## src/rtl/blinky_pkg.sv

```systemverilog
// Shared types and constants for the blinky speed path: the speed index type
// consumed by the LUT stage, the repeat FSM encoding, debug visibility and
// the saturating index update.
package blinky_pkg;

    localparam int SPEED_IDX_W   = 4;
    localparam int SPEED_IDX_MAX = 15;

    // Index that selects an entry of the LUT blinky stage.
    typedef logic [SPEED_IDX_W-1:0] speed_idx_t;

    // Step-request FSM: waiting for a press, waiting out the repeat delay,
    // and auto-repeating.
    typedef enum logic [1:0] {
        IDLE   = 2'd0,
        HOLD   = 2'd1,
        REPEAT = 2'd2
    } rpt_state_e;

    // Default timing at 100 MHz: 10 ms debounce, 0.5 s repeat delay,
    // 0.2 s repeat period.
    localparam int unsigned DEF_DEBOUNCE_CYCLES = 32'd1_000_000;
    localparam int unsigned DEF_REPEAT_DELAY    = 32'd50_000_000;
    localparam int unsigned DEF_REPEAT_PERIOD   = 32'd20_000_000;
    localparam speed_idx_t  DEF_INIT_INDEX      = 4'd3;

    // Internal state made visible on the bus so checkers can observe both
    // conditioners without hierarchical references.
    typedef struct packed {
        rpt_state_e up_state;
        rpt_state_e dn_state;
        logic       up_level;
        logic       dn_level;
    } ctrl_dbg_t;

    localparam logic [SPEED_IDX_W:0] IDX_ONE_W = (SPEED_IDX_W+1)'(1);
    localparam logic [SPEED_IDX_W:0] IDX_MAX_W = (SPEED_IDX_W+1)'(SPEED_IDX_MAX);

    // Saturating one-step update. The extra bit keeps 15+1 and 0-1 from
    // wrapping before the clamp is applied. Coincident up and down cancel.
    function automatic speed_idx_t sat_step(input speed_idx_t cur,
                                            input logic       up,
                                            input logic       dn);
        logic [SPEED_IDX_W:0] wide;
        wide = {1'b0, cur};
        if (up && !dn) begin
            wide = wide + IDX_ONE_W;
            if (wide > IDX_MAX_W) begin
                wide = IDX_MAX_W;
            end
        end else if (dn && !up) begin
            wide = wide - IDX_ONE_W;
            if (wide[SPEED_IDX_W]) begin
                wide = '0;
            end
        end
        return wide[SPEED_IDX_W-1:0];
    endfunction

endpackage

```

## src/rtl/speed_index_ctrl_if.sv

```systemverilog
// Bus between the push buttons and the speed index controller.
//
// Signal semantics (no valid/ready handshake is involved here):
//   btn_up / btn_dn : raw, asynchronous, bouncy button levels, active-high.
//   speed_idx       : registered index, always valid outside reset.
//   idx_changed     : one-cycle strobe, high exactly in the cycle in which
//                     speed_idx first shows its new value.
//   dbg             : live conditioner state, observation only.
interface speed_index_ctrl_if;
    import blinky_pkg::*;

    logic       btn_up;
    logic       btn_dn;
    speed_idx_t speed_idx;
    logic       idx_changed;
    ctrl_dbg_t  dbg;

    // Button side: drives the raw levels, watches the index.
    modport master (
        output btn_up,
        output btn_dn,
        input  speed_idx,
        input  idx_changed,
        input  dbg
    );

    // Controller side.
    modport slave (
        input  btn_up,
        input  btn_dn,
        output speed_idx,
        output idx_changed,
        output dbg
    );

endinterface

```

## src/rtl/btn_conditioner.sv

```systemverilog
// One push button: 2-FF synchronizer, debounce to an accepted level, and a
// press / hold / auto-repeat FSM that emits single-cycle step pulses.
module btn_conditioner
    import blinky_pkg::*;
#(
    parameter int unsigned DEBOUNCE_CYCLES = DEF_DEBOUNCE_CYCLES,
    parameter int unsigned REPEAT_DELAY    = DEF_REPEAT_DELAY,
    parameter int unsigned REPEAT_PERIOD   = DEF_REPEAT_PERIOD
) (
    input  logic       clk,
    input  logic       rst,
    input  logic       btn,
    output logic       step,
    output rpt_state_e state,
    output logic       level
);

    localparam logic [31:0] DB_LAST    = DEBOUNCE_CYCLES - 32'd1;
    localparam logic [31:0] DELAY_LAST = REPEAT_DELAY - 32'd1;
    localparam logic [31:0] PER_LAST   = REPEAT_PERIOD - 32'd1;

    logic        sync1_q;
    logic        sync2_q;
    logic        level_q;
    logic        level_d;
    logic [31:0] db_cnt_q;
    logic [31:0] db_cnt_d;
    rpt_state_e  state_q;
    rpt_state_e  state_d;
    logic [31:0] rpt_cnt_q;
    logic [31:0] rpt_cnt_d;
    logic        step_c;

    // Bring the asynchronous button level into the clock domain.
    always_ff @(posedge clk or posedge rst) begin
        if (rst) begin
            sync1_q <= 1'b0;
            sync2_q <= 1'b0;
        end else begin
            sync1_q <= btn;
            sync2_q <= sync1_q;
        end
    end

    // Count consecutive disagreeing cycles; accept the new level on the last
    // one, and forget the run as soon as the synced level agrees again.
    always_comb begin
        level_d  = level_q;
        db_cnt_d = '0;
        if (sync2_q != level_q) begin
            if (db_cnt_q == DB_LAST) begin
                level_d  = ~level_q;
                db_cnt_d = '0;
            end else begin
                db_cnt_d = db_cnt_q + 32'd1;
            end
        end
    end

    // Debounce state registers.
    always_ff @(posedge clk or posedge rst) begin
        if (rst) begin
            level_q  <= 1'b0;
            db_cnt_q <= '0;
        end else begin
            level_q  <= level_d;
            db_cnt_q <= db_cnt_d;
        end
    end

    // Step-request FSM: a step on the press, one after the repeat delay, then
    // one per repeat period; a release always wins and never steps.
    always_comb begin
        state_d   = state_q;
        rpt_cnt_d = rpt_cnt_q;
        step_c    = 1'b0;
        case (state_q)
            IDLE: begin
                rpt_cnt_d = '0;
                if (level_q) begin
                    step_c  = 1'b1;
                    state_d = HOLD;
                end
            end
            HOLD: begin
                if (!level_q) begin
                    state_d   = IDLE;
                    rpt_cnt_d = '0;
                end else if (rpt_cnt_q == DELAY_LAST) begin
                    step_c    = 1'b1;
                    state_d   = REPEAT;
                    rpt_cnt_d = '0;
                end else begin
                    rpt_cnt_d = rpt_cnt_q + 32'd1;
                end
            end
            REPEAT: begin
                if (!level_q) begin
                    state_d   = IDLE;
                    rpt_cnt_d = '0;
                end else if (rpt_cnt_q == PER_LAST) begin
                    step_c    = 1'b1;
                    rpt_cnt_d = '0;
                end else begin
                    rpt_cnt_d = rpt_cnt_q + 32'd1;
                end
            end
            default: begin
                state_d   = IDLE;
                rpt_cnt_d = '0;
            end
        endcase
    end

    // FSM state and repeat counter registers.
    always_ff @(posedge clk or posedge rst) begin
        if (rst) begin
            state_q   <= IDLE;
            rpt_cnt_q <= '0;
        end else begin
            state_q   <= state_d;
            rpt_cnt_q <= rpt_cnt_d;
        end
    end

    assign step  = step_c;
    assign state = state_q;
    assign level = level_q;

endmodule

```

## src/rtl/speed_index_ctrl.sv

```systemverilog
// Debounced up/down speed selector. Two button conditioners produce step
// pulses; this level owns only the saturating index and its change strobe.
module speed_index_ctrl
    import blinky_pkg::*;
#(
    parameter int unsigned DEBOUNCE_CYCLES = DEF_DEBOUNCE_CYCLES,
    parameter int unsigned REPEAT_DELAY    = DEF_REPEAT_DELAY,
    parameter int unsigned REPEAT_PERIOD   = DEF_REPEAT_PERIOD,
    parameter speed_idx_t  INIT_INDEX      = DEF_INIT_INDEX
) (
    input  logic               clk,
    input  logic               rst,
    speed_index_ctrl_if.slave  bus
);

    logic       step_up;
    logic       step_dn;
    rpt_state_e up_state;
    rpt_state_e dn_state;
    logic       up_level;
    logic       dn_level;
    speed_idx_t idx_q;
    speed_idx_t idx_d;
    logic       chg_q;
    logic       chg_d;

    btn_conditioner #(
        .DEBOUNCE_CYCLES (DEBOUNCE_CYCLES),
        .REPEAT_DELAY    (REPEAT_DELAY),
        .REPEAT_PERIOD   (REPEAT_PERIOD)
    ) u_up (
        .clk   (clk),
        .rst   (rst),
        .btn   (bus.btn_up),
        .step  (step_up),
        .state (up_state),
        .level (up_level)
    );

    btn_conditioner #(
        .DEBOUNCE_CYCLES (DEBOUNCE_CYCLES),
        .REPEAT_DELAY    (REPEAT_DELAY),
        .REPEAT_PERIOD   (REPEAT_PERIOD)
    ) u_dn (
        .clk   (clk),
        .rst   (rst),
        .btn   (bus.btn_dn),
        .step  (step_dn),
        .state (dn_state),
        .level (dn_level)
    );

    // Next index and strobe: the strobe is raised only when the value really
    // moves, so cancelled or saturated steps stay silent.
    always_comb begin
        idx_d = sat_step(idx_q, step_up, step_dn);
        chg_d = (idx_d != idx_q);
    end

    // Index and strobe registers.
    always_ff @(posedge clk or posedge rst) begin
        if (rst) begin
            idx_q <= INIT_INDEX;
            chg_q <= 1'b0;
        end else begin
            idx_q <= idx_d;
            chg_q <= chg_d;
        end
    end

    assign bus.speed_idx   = idx_q;
    assign bus.idx_changed = chg_q;
    assign bus.dbg         = '{up_state: up_state, dn_state: dn_state,
                               up_level: up_level, dn_level: dn_level};

endmodule
```

## src/flat_wrapper.sv

```systemverilog
// flat-port wrapper written by rule: the top's interface ports become plain ports
module speed_index_ctrl_flat import blinky_pkg::*;
#(
    parameter int unsigned DEBOUNCE_CYCLES = DEF_DEBOUNCE_CYCLES,
    parameter int unsigned REPEAT_DELAY    = DEF_REPEAT_DELAY,
    parameter int unsigned REPEAT_PERIOD   = DEF_REPEAT_PERIOD,
    parameter speed_idx_t  INIT_INDEX      = DEF_INIT_INDEX
)
  (clk, rst, bus_btn_up, bus_btn_dn, bus_speed_idx, bus_idx_changed, bus_dbg);
  speed_index_ctrl_if bus_i ();
  input  logic clk;
  input  logic rst;
  input wire logic [$bits(bus_i.btn_up)-1:0] bus_btn_up;
  input wire logic [$bits(bus_i.btn_dn)-1:0] bus_btn_dn;
  output wire logic [$bits(bus_i.speed_idx)-1:0] bus_speed_idx;
  output wire logic [$bits(bus_i.idx_changed)-1:0] bus_idx_changed;
  output wire logic [$bits(bus_i.dbg)-1:0] bus_dbg;
  assign bus_i.btn_up = bus_btn_up;
  assign bus_i.btn_dn = bus_btn_dn;
  assign bus_speed_idx = bus_i.speed_idx;
  assign bus_idx_changed = bus_i.idx_changed;
  assign bus_dbg = bus_i.dbg;
  speed_index_ctrl #(.DEBOUNCE_CYCLES(DEBOUNCE_CYCLES), .REPEAT_DELAY(REPEAT_DELAY), .REPEAT_PERIOD(REPEAT_PERIOD), .INIT_INDEX(INIT_INDEX)) u_core (.clk(clk), .rst(rst), .bus(bus_i));
endmodule
```

## config.mk

```make
export PLATFORM = sky130hd
export DESIGN_NAME = speed_index_ctrl_flat
export DESIGN_NICKNAME = d
export VERILOG_FILES = /design/src/rtl/blinky_pkg.sv /design/src/rtl/speed_index_ctrl_if.sv /design/src/rtl/btn_conditioner.sv /design/src/rtl/speed_index_ctrl.sv /design/src/flat_wrapper.sv
export SDC_FILE = /design/constraint.sdc
export NUM_CORES = 1
export LEC_CHECK = 0
export BUFFER_PORTS_ARGS = -buffer_cell sky130_fd_sc_hd__buf_2
export CAP_MARGIN = 20
export CORE_AREA = 2 2 140 87
export DETAILED_ROUTE_END_ITERATION = 12
export DIE_AREA = 0 0 142 89
export GPL_ROUTABILITY_DRIVEN = 0
export HOLD_SLACK_MARGIN = 0.03
export PLACE_DENSITY = 0.93
export SLEW_MARGIN = 20
export SYNTH_ARGS = -nofsm -noshare
export SYNTH_HDL_FRONTEND = slang
export SYNTH_SLANG_ARGS = --single-unit
```

## constraint.sdc

```tcl
create_clock -name clk -period 8 [get_ports clk]
set_input_delay 0.4 -clock clk [delete_from_list [all_inputs] [get_ports clk]]
set_output_delay 0.4 -clock clk [all_outputs]
set_load 0.005 [all_outputs]
```

=== After elaboration in Yosys (flattened, before gate mapping) ===
Index checks and enable logic that the tools add are counted.

* $add $sub $neg: 6
* $lt $le $gt $ge: 1
* Eq/ne operators: 19
* Mux-type cells: 40
* Bitwise gates (word level): 2
* Reduce and logical (&&, ||, !) cells: 10

{| class="wikitable"
|+ Operator list
! kind !! count
|-
| 32-bit two-way mux || 12
|-
| 32-bit by 1-bit adder with 32-bit output (second input constant) || 4
|-
| 32-bit one-hot mux with 2 select lines || 2
|-
| 32-bit by 20-bit == test with 1-bit output (second input constant) || 2
|-
| 32-bit by 25-bit == test with 1-bit output (second input constant) || 2
|-
| 32-bit by 26-bit == test with 1-bit output (second input constant) || 2
|-
| 2-bit two-way mux || 8
|-
| 4-bit two-way mux || 4
|-
| 2-bit one-hot mux with 3 select lines || 2
|-
| 1-bit two-way mux || 10
|-
| 2-bit != test (second input constant) || 4
|-
| 3-bit != test (second input constant) || 2
|-
| 1-bit one-hot mux with 3 select lines || 2
|-
| 3-bit AND reduction || 2
|-
| 4-bit by 1-bit adder with 5-bit output (second input constant) || 1
|-
| 5-bit by 4-bit greater-than comparator with 1-bit output (second input constant) || 1
|-
| 4-bit by 1-bit subtractor with 5-bit output (second input constant) || 1
|-
| 2-bit by 1-bit == test with 1-bit output (second input constant) || 2
|-
| 2-bit == test (second input constant) || 2
|-
| 2-bit zero test || 2
|-
| 4-bit != test || 1
|-
| 2-bit AND reduction || 2
|-
| 1-bit logical AND || 2
|-
| 1-bit zero test || 2
|-
| other kinds (2) || 4
|}

* Register bits after elaboration: 143
* Input port bits: 4
* Output and inout port bits: 11
* Word-level logic and storage cells: 92

=== Depth between registers and ports, before layout ===
* Depth in word-level cells: 9
* Mapped depth: 10
* Mapped depth without buffers: 9

=== Cells and area by module ===
Synthesis repeated with hierarchy kept, for this count alone.

* Cell total of the unflattened synthesis: 806
* Area total of the unflattened synthesis: 7623.6 um^2

{| class="wikitable"
|+ By module, submodules not included
! module !! instances !! cells each !! area each (um^2) !! seq. area each (um^2)
|-
| btn_conditioner || 2 || 381 || 3617.2 || 1726.7
|-
| speed_index_ctrl || 1 || 44 || 389.1 || 127.6
|}

=== Worst setup path after synthesis ===
OpenSTA, ideal clock, no wires.

* Path kind: flip-flop to flip-flop
* From: register u_core.u_dn.state_q[0], in the netlist u_core.u_dn.state[0]
* To: register u_core.idx_q[2], in the netlist u_core.bus.speed_idx[2]
* Library setup time: 0.069 ns
* Arrival time: 1.979 ns
* Data required time: 7.931 ns
* Slack: 5.952 ns
* Cell stages (with the launch flop): 11
* Path buffers: 1
* Clock period less this slack: 2.048 ns
* Cells stage by stage: dfrtp_1 inv_1 ha_1 nor4b_1 and4_1 nand4_1 nand3_2 and2_4 buf_8 a221o_1 nand3_1

* Longest elaborated chain between the ends: 5
* Elaborated cells on any way between the ends: 9
* Those cells by class: eq/ne: 2; mux: 3; reduce/logical: 4

{| class="wikitable"
|+ RTL lines
! what !! RTL line !! text
|-
| start: declaration || btn_conditioner.sv:28 || <nowiki>rpt_state_e state_q;</nowiki>
|-
| start signal: assignment || btn_conditioner.sv:121 || <nowiki>state_q <= state_d;</nowiki>
|-
| 2-bit == test, or another cell as far along || btn_conditioner.sv:77 || <nowiki>case (state_q)</nowiki>
|-
| 1-bit one-hot mux with 3 select lines (*) || btn_conditioner.sv:77 ||
|-
| 1-bit logical AND or 1-bit zero test (tied branches) || blinky_pkg.sv:51, blinky_pkg.sv:46 ||
|-
| 4-bit two-way mux or 1-bit logical AND (tied branches) || blinky_pkg.sv:51, blinky_pkg.sv:46 ||
|-
| 4-bit two-way mux (*) || blinky_pkg.sv:46 || <nowiki>if (up && !dn) begin</nowiki>
|-
| named net u_core.idx_d[2] || speed_index_ctrl.sv:23 || <nowiki>speed_idx_t idx_d;</nowiki>
|-
| end signal: assignment || speed_index_ctrl.sv:66 || <nowiki>idx_q <= idx_d;</nowiki>
|-
| end: declaration || speed_index_ctrl.sv:22 || <nowiki>speed_idx_t idx_q;</nowiki>
|}

The timed path passes the listed nets; every way through them passes the cells marked *.
A chain may end at the register's enable or synchronous reset.

=== Final worst setup path ===
* From: register u_core.u_up.rpt_cnt_q[0]
* To: register u_core.u_up.rpt_cnt_q[5]

* Longest elaborated chain between the ends: 4
* Elaborated cells on any way between the ends: 8
* Those cells by class: add/sub: 1; eq/ne: 2; mux: 5

{| class="wikitable"
|+ RTL lines
! what !! RTL line !! text
|-
| start: declaration || btn_conditioner.sv:30 || <nowiki>logic [31:0] rpt_cnt_q;</nowiki>
|-
| start signal: assignment || btn_conditioner.sv:122 || <nowiki>rpt_cnt_q <= rpt_cnt_d;</nowiki>
|-
| 32-bit by 1-bit adder with 32-bit output, or another cell as far along || btn_conditioner.sv:94, btn_conditioner.sv:105 ||
|-
| 32-bit two-way mux (on tied branches) || btn_conditioner.sv:101, btn_conditioner.sv:89 ||
|-
| 32-bit two-way mux (on tied branches) || btn_conditioner.sv:98, btn_conditioner.sv:86 ||
|-
| 32-bit one-hot mux with 2 select lines (*) || btn_conditioner.sv:77 ||
|-
| named net u_core.u_up.rpt_cnt_d[5] || btn_conditioner.sv:31 || <nowiki>logic [31:0] rpt_cnt_d;</nowiki>
|}

Marked as above.

==> run summary <==
Final Hold Viols: 0
setup TNS: 0 ns
Root Driver: clkbuf_16
site row count: 30
CP startpoint: u_core.u_up.rpt_cnt_q[0]
Synth area leaders: dfrtp_1 48%, xor2_1 9.0%, nor2_1 8.1%
maxcap violations: 0
critical path type: flip-flop to flip-flop
worst setup margin: 5.39 ns
Starting Density: 65.7%
P&R area growth vs syn: 9.88%
Worst Reg-to-Reg Cells: 6
cells along the critical path: ha_1 -> and4b_1 -> nand4_1 -> o31ai_1 -> a21o_1 -> nor2_1
worst-margin pin slew: 1.03 ns
CP Data Required Time: 8.25 ns
top cell type's share of synthesized area: 47.9%
post-CTS setup buffers: 0
later-pin clock latency in the skew report: 0.42 ns
Synth Instances: 757
YS warnings: 0
Reg2Reg Launch Point: u_core.u_up.rpt_cnt_q[0]
grt total ovfl: 0
CTS buffer count: 17
post-DP HPWL: 10.8 mm
number of enable flip-flop cells after synthesis: 0
Worst Setup EP: u_core.u_up.rpt_cnt_q[5]
TritonCTS clock tree: yes
global-route wire length before repair: 27.2 mm
pwr/cell area: 190 nW/µm²
status: finished clean
Worst R2R Setup Slack: 5.39 ns
Yosys top cell by area: dfrtp_1
# DRC: 0
fmax: 0.383 GHz
die span in x: 142 µm
most common cell in the netlist: nor2_1
NumNets Final: 790
Worst Setup Start Kind: flip-flop
Min-Delay Path Class: input port to async pin
port bufs: 14
First DRT Iteration DRCs: 553
clock sink total: 143
Total GRT Usage: 27.7%
post-DR wirelength/cell: 17.7 µm
RSZ-0062 raised after global routing: false
Ant. Diodes: 0
Synth async-reset ratio: 100%
# fillers: 705
layout cells sized above 1: 9.83%
post-CTS sizing: 0
Pre-Repair DR Iteration Count: 7
vias in the first global route: 5607
worst relative slew slack: 31.1%
CP Max Fanout: 32
DR vias/cell: 6.22
fin crit share: 32.6%
Power Total: 1540 µW
die extent in y: 89 µm
most frequent cells after synthesis: 160 x nor2_1, 141 x dfrtp_1, 76 x xor2_1, 51 x nand2_1, 44 x nand3_1
vias post-DR: 5765
Largest stage delay, worst path: 0.86 ns
final setup violation count: 0
initial antenna violation count: 0
cts hold-fix bufs: 0
Longest Clk Path Bufs: 2
Leakage: 0.00341 µW
io pins: 15
capturing point of the worst reg2reg path: u_core.u_up.rpt_cnt_q[5]
VDD IR-drop max: 0.182 mV
Synth Flop Type: dfrtp_1
Final Skew: 0.00979 ns
pre-CTS WS: 5.49 ns
crit end category: flip-flop
DRT Wirelength: 16.4 mm
H-Tree Depth: 4
Cell Area, Synth: 7370 µm²
distinct cell type count after synthesis: 67
largest net degree at the start of global routing: 74
CP arrival: 2.86 ns
Slew Limit Fails: 0
Routed Antenna Nets: 0
core box area: 11200 µm²
#FFs+latches synth: 143
Max stage delay cell, worst path: a21o_1
min Tclk post-route: 2.61 ns
die area: 12600 µm²
Post-Syn Nets: 775
synthesized area per cell: 9.74 µm²
sequential fraction of the synthesis area: 48.6%
hold slack: 0.0702 ns
Clock Pin Slew Worst Setup and Hold Paths: 0.06 ns
==> worst max-delay path, delay by kind of cell, from the launching register on <==
kind / cells / cell delay (ns)
fa+ha+maj: 1 / 0.29
flops: 1 / 0.41
simple gates: 3 / 0.55
compound gates: 2 / 1.20
==> sequential cells by signal, indices dropped and copies added (netlist names) <==
signal	cells
u_core.u_dn.sync2_q	1
u_core.bus.idx_changed	1
u_core.u_dn.state	2
u_core.u_up.sync2_q	1
u_core.u_dn.sync1_q	1
u_core.u_dn.db_cnt_q	32
u_core.u_up.rpt_cnt_q	32
u_core.u_dn.level	1
u_core.u_up.db_cnt_q	32
u_core.bus.speed_idx	4
u_core.u_dn.rpt_cnt_q	32
u_core.u_up.state	2
u_core.u_up.sync1_q	1
u_core.u_up.level	1
==> metal layers <==
layer  track usage [%]  vias up  part of all wire (%)
met2              45.2      289                    48
met1              35.5     2805                    42
met4              14.2        0                   3.2
met3              6.53       68                   7.0
li1                  -     2603                     -
met5                 0        -                     0
==> per-stage QoR <==
step / instance area [µm²] / instances / utilization, %
global route: 8100 / 927 / 72.2
CTS: 8100 / 927 / 72.2
floorplan: 7370 / 757 / -
detailed placement: 7530 / 897 / 67.1
finish: 8100 / 927 / 72.2
global placement: 7530 / 897 / 67.1
==> where the power goes <==
part           leakage, µW  total, µW  switching (µW)  internal, µW
Sequential         0.00198        731            3.41           727
Combinational      0.00115       25.5            21.3          4.16
Clock             0.000277        783             289           493
==> cell usage in the layout (no fill, tap or decap), types with 4 or more instances in the layout <==
| cell | count |
|---|---|
| buf_2 | 14 |
| o21ai_0 | 7 |
| nand4_1 | 33 |
| xnor2_1 | 43 |
| nor4b_1 | 7 |
| nand3_1 | 44 |
| or2_2 | 5 |
| and4_1 | 10 |
| xor2_1 | 76 |
| clkbuf_16 | 17 |
| nor3_1 | 11 |
| a21oi_1 | 10 |
| nor4_1 | 16 |
| ha_1 | 14 |
| nor4_2 | 4 |
| inv_1 | 28 |
| nand2_1 | 51 |
| and3_1 | 14 |
| dfrtp_1 | 141 |
| nor2_1 | 160 |
| or3_1 | 4 |
| clkbuf_1 | 5 |
==> kinds of logic (layout without fill, tap and decap cells) <==
logic type,Yosys count,in the layout,synth area share (%)
simple gates,397,397,28.5
buf+inv,48,74,2.90
fa+ha+maj,14,14,2.38
flops,143,143,48.6
xor+xnor,119,119,14.1
mux,2,2,0.305
compound gates,34,34,3.16
==> area by class of cell <==
cell class | count | area [µm²] | area share (%)
Clock buffer | 23 | 458 | 5.65
Clock inverter | 7 | 113 | 1.39
Inverter | 29 | 114 | 1.41
Multi-Input combinational cell | 566 | 3580 | 44.2
Sequential cell | 143 | 3580 | 44.2
Tap cell | 144 | 180 | 2.22
Timing Repair Buffer | 15 | 77.6 | 0.958
==> worst min-delay path by stage <==
stage | endpoint | slack (ns) | depth (start not counted)
final | u_core.u_dn.db_cnt_q[17] | 0.07 | 2
after global routing | u_core.u_up.sync1_q | 0.07 | 1
after CTS | u_core.u_dn.sync1_q | 0.07 | 1
after detailed placement | u_core.u_dn.sync2_q | 0.34 | 0
after global placement | u_core.u_dn.sync2_q | 0.33 | 0
after floorplan | u_core.u_dn.sync2_q | 0.33 | 0
Power figures use the tool's default switching activity.
